$ cat src/rtl/sprite_pkg.sv
// rtl/sprite_pkg.sv - shared constants, state type and motion encoding for the sprite animator
//   Keycodes recognised, FSM state enum, motion base values and the motion encode helper.
package sprite_pkg;

    localparam logic [7:0] KEY_LEFT  = 8'd80;
    localparam logic [7:0] KEY_RIGHT = 8'd79;
    localparam logic [7:0] KEY_UP    = 8'd82;

    typedef enum logic [1:0] {
        IDLE = 2'd0,
        WALK = 2'd1,
        JUMP = 2'd2
    } state_e;

    localparam logic [3:0] MOT_IDLE = 4'd0;
    localparam logic [3:0] MOT_WALK = 4'd2;
    localparam logic [3:0] MOT_JUMP = 4'd10;

    // Sprite index: idle/jump pick by facing, walk adds a 4-frame block per facing.
    function automatic logic [3:0] motion_of(state_e s, logic facing, logic [1:0] frame);
        logic [3:0] m;
        case (s)
            WALK:    m = MOT_WALK + {1'b0, facing, 2'b00} + {2'b00, frame};
            JUMP:    m = MOT_JUMP + {3'b000, facing};
            default: m = MOT_IDLE + {3'b000, facing};
        endcase
        return m;
    endfunction

endpackage

$ cat src/rtl/anim_counter.sv
// rtl/anim_counter.sv - modulo-N counter with clear, enable and terminal-count flag
//   clk_i : clock
//   rst_i : asynchronous active-high reset, count -> 0
//   clr_i : synchronous clear (wins over enable)
//   en_i  : advance one step, wrapping N-1 -> 0
//   tc_o  : high while the count sits at N-1
module anim_counter #(
    parameter int N = 4
) (
    input  logic clk_i,
    input  logic rst_i,
    input  logic clr_i,
    input  logic en_i,
    output logic tc_o
);

    localparam int W = (N > 1) ? $clog2(N) : 1;

    logic [W-1:0] count_q;

    assign tc_o = (count_q == W'(N - 1));

    always_ff @(posedge clk_i or posedge rst_i) begin
        if (rst_i) begin
            count_q <= '0;
        end else if (clr_i) begin
            count_q <= '0;
        end else if (en_i) begin
            count_q <= tc_o ? '0 : count_q + W'(1);
        end
    end

endmodule

$ cat src/rtl/sprite_state.sv
// rtl/sprite_state.sv - keycode driven player sprite animation state machine
//   Clk     : clock, one update per frame tick
//   Reset   : asynchronous active-high reset
//   Keycode : current HID keycode (0 = no key)
//   motion  : registered 4-bit sprite index for the color mapper
module sprite_state
    import sprite_pkg::*;
#(
    parameter int FRAME_DIV   = 4,
    parameter int JUMP_CYCLES = 8
) (
    input  logic       Clk,
    input  logic       Reset,
    input  logic [7:0] Keycode,
    output logic [3:0] motion
);

    state_e     state_q, state_d;
    logic       facing_q, facing_d;
    logic [1:0] frame_q, frame_d;
    logic [3:0] motion_q;

    logic div_adv, div_tc;
    logic jmp_run, jmp_tc;

    logic key_left, key_right, key_up;

    assign key_left  = (Keycode == KEY_LEFT);
    assign key_right = (Keycode == KEY_RIGHT);
    assign key_up    = (Keycode == KEY_UP);

    always_comb begin
        state_d  = state_q;
        facing_d = facing_q;
        frame_d  = frame_q;
        div_adv  = 1'b0;
        jmp_run  = 1'b0;

        if (state_q == JUMP && !jmp_tc) begin
            // Mid-jump: keys are ignored, only the jump timer runs.
            jmp_run = 1'b1;
        end else begin
            // IDLE, WALK, or the last jump cycle (which behaves like IDLE,
            // since state_q == JUMP never matches the "keep walking" test).
            if (key_left || key_right) begin
                if (state_q == WALK && facing_q == key_left) begin
                    div_adv = 1'b1;
                    if (div_tc) begin
                        frame_d = frame_q + 2'd1;
                    end
                end else begin
                    state_d  = WALK;
                    facing_d = key_left;
                    frame_d  = 2'd0;
                end
            end else if (key_up) begin
                state_d = JUMP;
                frame_d = 2'd0;
            end else begin
                state_d = IDLE;
                frame_d = 2'd0;
            end
        end
    end

    // Divider only runs while a walk continues in the same direction;
    // every other transition leaves it at zero for the next walk.
    anim_counter #(.N(FRAME_DIV)) u_walk_div (
        .clk_i (Clk),
        .rst_i (Reset),
        .clr_i (!div_adv),
        .en_i  (div_adv),
        .tc_o  (div_tc)
    );

    // Held at zero outside a jump, so entering JUMP always starts from 0.
    anim_counter #(.N(JUMP_CYCLES)) u_jump_tmr (
        .clk_i (Clk),
        .rst_i (Reset),
        .clr_i (!jmp_run),
        .en_i  (jmp_run),
        .tc_o  (jmp_tc)
    );

    always_ff @(posedge Clk or posedge Reset) begin
        if (Reset) begin
            state_q  <= IDLE;
            facing_q <= 1'b0;
            frame_q  <= 2'd0;
            motion_q <= MOT_IDLE;
        end else begin
            state_q  <= state_d;
            facing_q <= facing_d;
            frame_q  <= frame_d;
            motion_q <= motion_of(state_d, facing_d, frame_d);
        end
    end

    assign motion = motion_q;

endmodule

$ cat config.mk
export PLATFORM = sky130hd
export DESIGN_NAME = sprite_state
export DESIGN_NICKNAME = d
export VERILOG_FILES = /design/src/rtl/sprite_pkg.sv /design/src/rtl/anim_counter.sv /design/src/rtl/sprite_state.sv
export SDC_FILE = /design/constraint.sdc
export NUM_CORES = 1
export LEC_CHECK = 0
export BUFFER_PORTS_ARGS = -buffer_cell sky130_fd_sc_hd__buf_2
export CAP_MARGIN = 20
export CORE_MARGIN = 2
export CORE_UTILIZATION = 35
export CTS_CLUSTER_DIAMETER = 40
export CTS_CLUSTER_SIZE = 24
export DETAILED_ROUTE_END_ITERATION = 12
export GPL_TIMING_DRIVEN = 0
export PLACE_DENSITY = 0.6
export SKIP_LAST_GASP = 1
export SLEW_MARGIN = 20
export SYNTH_ARGS = -nofsm -noshare
export SYNTH_HDL_FRONTEND = slang
export SYNTH_SLANG_ARGS = --single-unit
$ cat constraint.sdc
create_clock -name Clk -period 5.8 [get_ports Clk]
set_input_delay 0.58 -clock Clk [delete_from_list [all_inputs] [get_ports Clk]]
set_output_delay 0.58 -clock Clk [all_outputs]
set_load 0.01 [all_outputs]
# Word-level counts from Yosys, hierarchy flattened
# Index checks and enable logic that the tools add are counted.
dict set report word_totals {
  out_inout_bits 4
  word_cells 46
  inputBits 10
  ff_bits 14
}
dict set report classes {
  reduce_logical 4
  n_eq_ne 10
  addsub 6
  n_mux 20
}
# cell count
set op_table {}
lappend op_table {{8-bit by 7-bit == test with 1-bit output, second input constant} 3}
lappend op_table {{2-bit 2-to-1 mux} 10}
lappend op_table {{4-bit one-hot mux with 2 select lines} 1}
lappend op_table {{1-bit 2-to-1 mux} 7}
lappend op_table {{2-bit == test, second input constant} 3}
lappend op_table {{3-bit 2-to-1 mux} 2}
lappend op_table {{2-bit by 1-bit adder with 2-bit output, second input constant} 2}
lappend op_table {{2-bit by 3-bit adder with 4-bit output, first input constant} 1}
lappend op_table {{4-bit by 1-bit adder with 4-bit output, first input constant} 1}
lappend op_table {{4-bit by 2-bit adder with 4-bit output} 1}
lappend op_table {{2-bit by 1-bit == test with 1-bit output, second input constant} 2}
lappend op_table {{3-bit by 1-bit adder with 3-bit output, second input constant} 1}
lappend op_table {{3-bit == test, second input constant} 1}
lappend op_table {{1-bit logical AND} 2}
lappend op_table {{1-bit == test} 1}
lappend op_table {{1-bit logical NOT} 1}
lappend op_table {{1-bit logical OR} 1}

# Depth between registers and ports, before layout
dict set report logic_depth {
  ltp_word 9
  ltp_mapped 10
  ltp_nobuf 10
}

# Cells and area by module
# From an unflattened synthesis, not the netlist that was laid out.
dict set report unflattened {
  cells_unflattened 80
  hier_area_um2 819.5
}
# module cells_per_inst n_inst area_each_um2 seq_area_each_um2
set modules_own_cells {}
lappend modules_own_cells {sprite_state 58 1 560.5 225.2}
lappend modules_own_cells {{anim_counter (u_jump_tmr)} 13 1 155.1 75.1}
lappend modules_own_cells {{anim_counter (u_walk_div)} 9 1 103.8 50.0}

# Worst setup path before layout
# OpenSTA, ideal clock, no wires.
dict set report synth_path {
  path_type {reg-to-reg}
  from {register u_jump_tmr.count_q[0]}
  to {register motion_q[0] (netlist: motion[0])}
  t_arrival_ns 2.106
  required_time_ns 5.714
  synth_period_minus_slack_ns 2.192
  setup_slack_ns 3.608
  n_path_buf 0
  setup_ns 0.086
  stages_incl_launch_ff 10
  path_cell_list {dfrtp_1 ha_1 ha_1 nor3b_2 nor2b_1 o21ai_0 ha_1 nor2b_1 a21bo_2 o221ai_2}
}
dict set report synth_between {
  elab_chain_cells 6
  elab_cells_between_ends 11
  classes_between {add/sub: 2; eq/ne: 3; mux: 4; reduce/logical: 2}
}
# element line
set synth_rtl {}
lappend synth_rtl {{start: declaration} anim_counter.sv:19} ;# logic [W-1:0] count_q;
lappend synth_rtl {{start signal: assignment} anim_counter.sv:29} ;# count_q <= tc_o ? '0 : count_q + W'(1);
lappend synth_rtl {{3-bit == test (*)} anim_counter.sv:21} ;# assign tc_o = (count_q == W'(N - 1));
lappend synth_rtl {{1-bit logical NOT (*)} sprite_state.sv:39} ;# if (state_q == JUMP && !jmp_tc) begin
lappend synth_rtl {{1-bit logical AND (*)} sprite_state.sv:39}
lappend synth_rtl {{1-bit 2-to-1 mux / 2-bit 2-to-1 mux (equally long branches)} sprite_state.sv:39}
lappend synth_rtl {{4-bit by 1-bit adder with 4-bit output, or another cell as far along} sprite_pkg.sv:24} ;# JUMP: m = MOT_JUMP + {3'b000, facing};
lappend synth_rtl {{4-bit one-hot mux with 2 select lines (*)} sprite_pkg.sv:22} ;# case (s)
lappend synth_rtl {{end signal: assignment} sprite_state.sv:95} ;# motion_q <= motion_of(state_d, facing_d, frame_d);
lappend synth_rtl {{end: declaration} sprite_state.sv:21} ;# logic [3:0] motion_q;
# Mark *: on every way between the ends. The rest lies on a longest branch, timed or not.

# Final worst setup path
# Ends and elaborated chain as after synthesis.

==> impl_metrics.py <==
metrics = {
    "run_status": {
        "status": "completed",
    },
    "logic_synthesis": {
        "synth_area_um2": 737,
        "synth_compound_gate_area_share_pct": 12.4,
        "syn_nets": 81,
        "synth-adder-area-share_pct": 10.2,
        "synth_top_area_share_pct": 47.5,
        "yosys_warnings": 0,
        "yosysTopAreaCell": "dfrtp_1",
        "ys_ff_latch": 14,
        "synth_xor_area_share_pct": 1.19,
        "yosysSeqAreaShare_pct": 47.5,
        "synth-simple-area-share_pct": 25.6,
        "synth_area_per_cell_um2": 11.3,
        "syn-instance-count": 65,
        "synth.area.mux_share_pct": 0,
        "synth_top_family_by_area": "simple AND/OR/NAND/NOR gates",
        "ys_types": 29,
        "synth.area.top_cells": "dfrtp_1 48%, ha_1 10%, nor2b_1 3.4%, nor3b_2 3.4%, nor4b_4 3.2%",
    },
    "finish": {
        "drive_above_1_share_pct": 28.0,
        "design_area_um2": 872,
        "fin_nets": 99,
        "filler_cell_count": 187,
        "diodes": 0,
        "area.growth.synth_to_final_pct": 18.3,
        "fin_util_pct": 44.0,
    },
    "drt": {
        "wl_met2_um": 713,
        "vias": 532,
        "ant_nets": 0,
        "drc_errors": 0,
        "drt-vias-per-instance": 4.88,
        "drt_first_pass_iters": 3,
        "wl_met3_um": 83,
        "routed.top_layer": "met3",
        "drt-wirelength-per-cell_um": 12.1,
        "met1_length_um": 525,
        "wirelength_mm": 1.32,
        "drt_iter0_drc": 1,
    },
    "worst_setup_path": {
        "cpLargestDelayFamily": "simple AND/OR/NAND/NOR gates",
        "endpoint_kind": "flip-flop",
        "worst-setup-path-type": "reg2reg",
        "worst-path-buf-inv": 0,
        "cpPeakStageDelay_ps": 440,
        "cp_slowest_cell": "nor3b_2",
        "cp_data_arrival_time_ps": 2780,
        "crit_path_cell_trace": "ha_1 > ha_1 > nor3b_2 > nor2b_1 > o21ai_0 > ha_1 > nor2b_1 > a21bo_2 > o221ai_2",
        "start_kind": "flip-flop",
        "crit_required_ps": 6000,
        "crit_fanout": 9,
        "path_common_cell": "ha_1",
    },
    "power": {
        "peakVddDrop_mv": 0.103,
        "powerDensity_nw_per_um2": 230,
        "power.leakage_nw": 0.454,
    },
    "global_route": {
        "groute.usage.overall_pct": 12.8,
        "grt_max_degree": 15,
        "grt_pass1_vias": 603,
        "antenna_found_initial": 0,
        "overflow": 0,
        "grt_pass1_wl_mm": 2.42,
    },
    "clock_network": {
        "clock_sinks": 14,
        "cts_hold_buf": 0,
        "cts_root_buf": "clkbuf_4",
        "cts_resized": 0,
        "cts_tree": "done",
        "clockBufferDepth": 2,
        "htree_levels": 1,
        "insertion_delay_ps": 280,
        "clk_pin_slew_ps": 90,
        "cts_setup_buffers": 0,
        "cts_buffers": 3,
    },
    "die": {
        "die_width_um": 49.9,
        "coreArea_um2": 1980,
        "core.rowCount": 16,
        "initial_utilization_pct": 37.2,
        "die_area_um2": 2490,
        "die-height_um": 49.9,
        "ios": 14,
    },
    "placement": {
        "dp_hpwl_mm": 1.06,
        "portBuffers": 13,
        "gp_congestion": 0.784,
        "dpl_worst_slack_ps": 3230,
        "post_dp_cell_area_um2": 836,
    },
    "timing": {
        "worst_pin_slew_ps": 532,
        "setup_viol_count_final": 0,
        "fin_tns_setup_ps": 0,
        "maxSlewHeadroom_pct": 64.5,
        "grt_setup_unrepaired": "false",
        "worst_hold_slack_ps": 323,
        "slew_viol_final": 0,
        "fin_crit_sh_pct": 44.4,
        "hold_viol_final": 0,
        "finalClockSkew_ps": 5.53,
        "postLayoutSetupSlackWorst_ps": 3220,
        "min_period_ps": 2580,
        "fmax_mhz": 388,
    },
    "run": {
        "drv_cap": 0,
    },
    "worst_hold_path": {
        "hold_path_class": "in2async",
    },
}
-- cells in the final DEF, fill, tap and decap left out, types with 2 or more instances in the layout --
| master | Yosys | layout |
|---|---|---|
| nor2b_1 | 4 | 4 |
| nand2_1 | 3 | 3 |
| nor2_1 | 3 | 3 |
| clkbuf_4 | 0 | 3 |
| and2_1 | 3 | 3 |
| nor3b_2 | 2 | 2 |
| buf_2 | 0 | 13 |
| nand2b_1 | 2 | 2 |
| nand3b_1 | 2 | 2 |
| a21o_1 | 2 | 2 |
| dfrtp_1 | 14 | 14 |
| inv_1 | 6 | 6 |
| ha_1 | 6 | 6 |
-- power breakdown --
part           total, mW  internal, mW  switching (mW)
clock network     0.0700        0.0382          0.0319
registers          0.104         0.102         0.00226
logic             0.0257        0.0109          0.0148
total              0.200         0.151          0.0489
-- final timing paths --
| kind | start | to | slack (ps) | cells after the start |
|---|---|---|---|---|
| setup / recovery | u_jump_tmr.count_q[0]$_DFF_PP0_ | motion[0]$_DFF_PP0_ | 3220 | 9 |
| hold / removal | Reset | motion[2]$_DFF_PP0_ | 320 | 2 |
| setup reg to reg | u_jump_tmr.count_q[0]$_DFF_PP0_ | motion[0]$_DFF_PP0_ | 3220 | 9 |
| hold reg to reg | u_jump_tmr.count_q[0]$_DFF_PP0_ | u_jump_tmr.count_q[0]$_DFF_PP0_ | 460 | 1 |
| max in group asynchronous | Reset | state_q[1]$_DFF_PP0_ | 5120 | 2 |
| min in group Clk | u_jump_tmr.count_q[0]$_DFF_PP0_ | u_jump_tmr.count_q[0]$_DFF_PP0_ | 460 | 1 |
-- Yosys cell counts, drive strengths merged --
master / n
o21ai: 2
nor2: 3
a21bo: 1
and2: 4
nand3: 1
nor3b: 2
a211oi: 1
a221oi: 1
and4b: 1
nand2b: 2
nand3b: 3
nor3: 1
ha: 6
o22ai: 1
o221ai: 1
a21oi: 1
nand2: 3
inv: 6
nand4b: 1
a22oi: 1
a31oi: 1
xor2: 1
a21o: 2
dfrtp: 14
nor4b: 1
nor2b: 4
-- cells by family (layout without fill, tap and decap cells) --
logic type	after synthesis	after routing
AOI/OAI and AO/OA	12	12
DFF	14	14
and+or+nand+nor	26	26
xor gates and xnor gates	1	1
buffers and inverters	6	23
adders and majority gates	6	6
-- worst reg2reg max path, delay by kind of cell (launching register included) --
| family | cells | cell delay [ps] |
|---|---|---|
| compound gates | 3 | 560 |
| fa+ha+maj | 3 | 720 |
| flops | 1 | 400 |
| simple gates | 3 | 830 |
-- cell type report --
| class | instances | area, um^2 | area share (%) |
|---|---|---|---|
| Timing Repair Buffer | 13 | 65.1 | 7.46 |
| Inverter | 6 | 22.5 | 2.58 |
| Multi-Input combinational cell | 45 | 364 | 41.8 |
| Clock buffer | 4 | 36.3 | 4.16 |
| Sequential cell | 14 | 350 | 40.2 |
| Tap cell | 27 | 33.8 | 3.87 |
-- state kept, by name, indices dropped and copies added (netlist names) --
signal / flops
facing_q: 1
frame_q: 2
motion: 4
state_q: 2
u_jump_tmr.count_q: 3
u_walk_div.count_q: 2
-- per-layer routing --
metal | GRT usage, % | up-vias
li1 | - | 262
met1 | 12.3 | 253
met2 | 25.6 | 17
met3 | 5.15 | 0
met4 | 1.85 | 0
met5 | 0 | -
-- through the flow --
| stage | instances | total power, mW |
|---|---|---|
| after global placement | 105 | 0.131 |
| after global routing | 109 | 0.209 |
| final | 109 | 0.200 |
| after detailed placement | 105 | 0.133 |
| after CTS | 109 | 0.202 |
| after floorplan | 65 | 0.122 |
No activity file was read; power rests on OpenSTA's default activity.
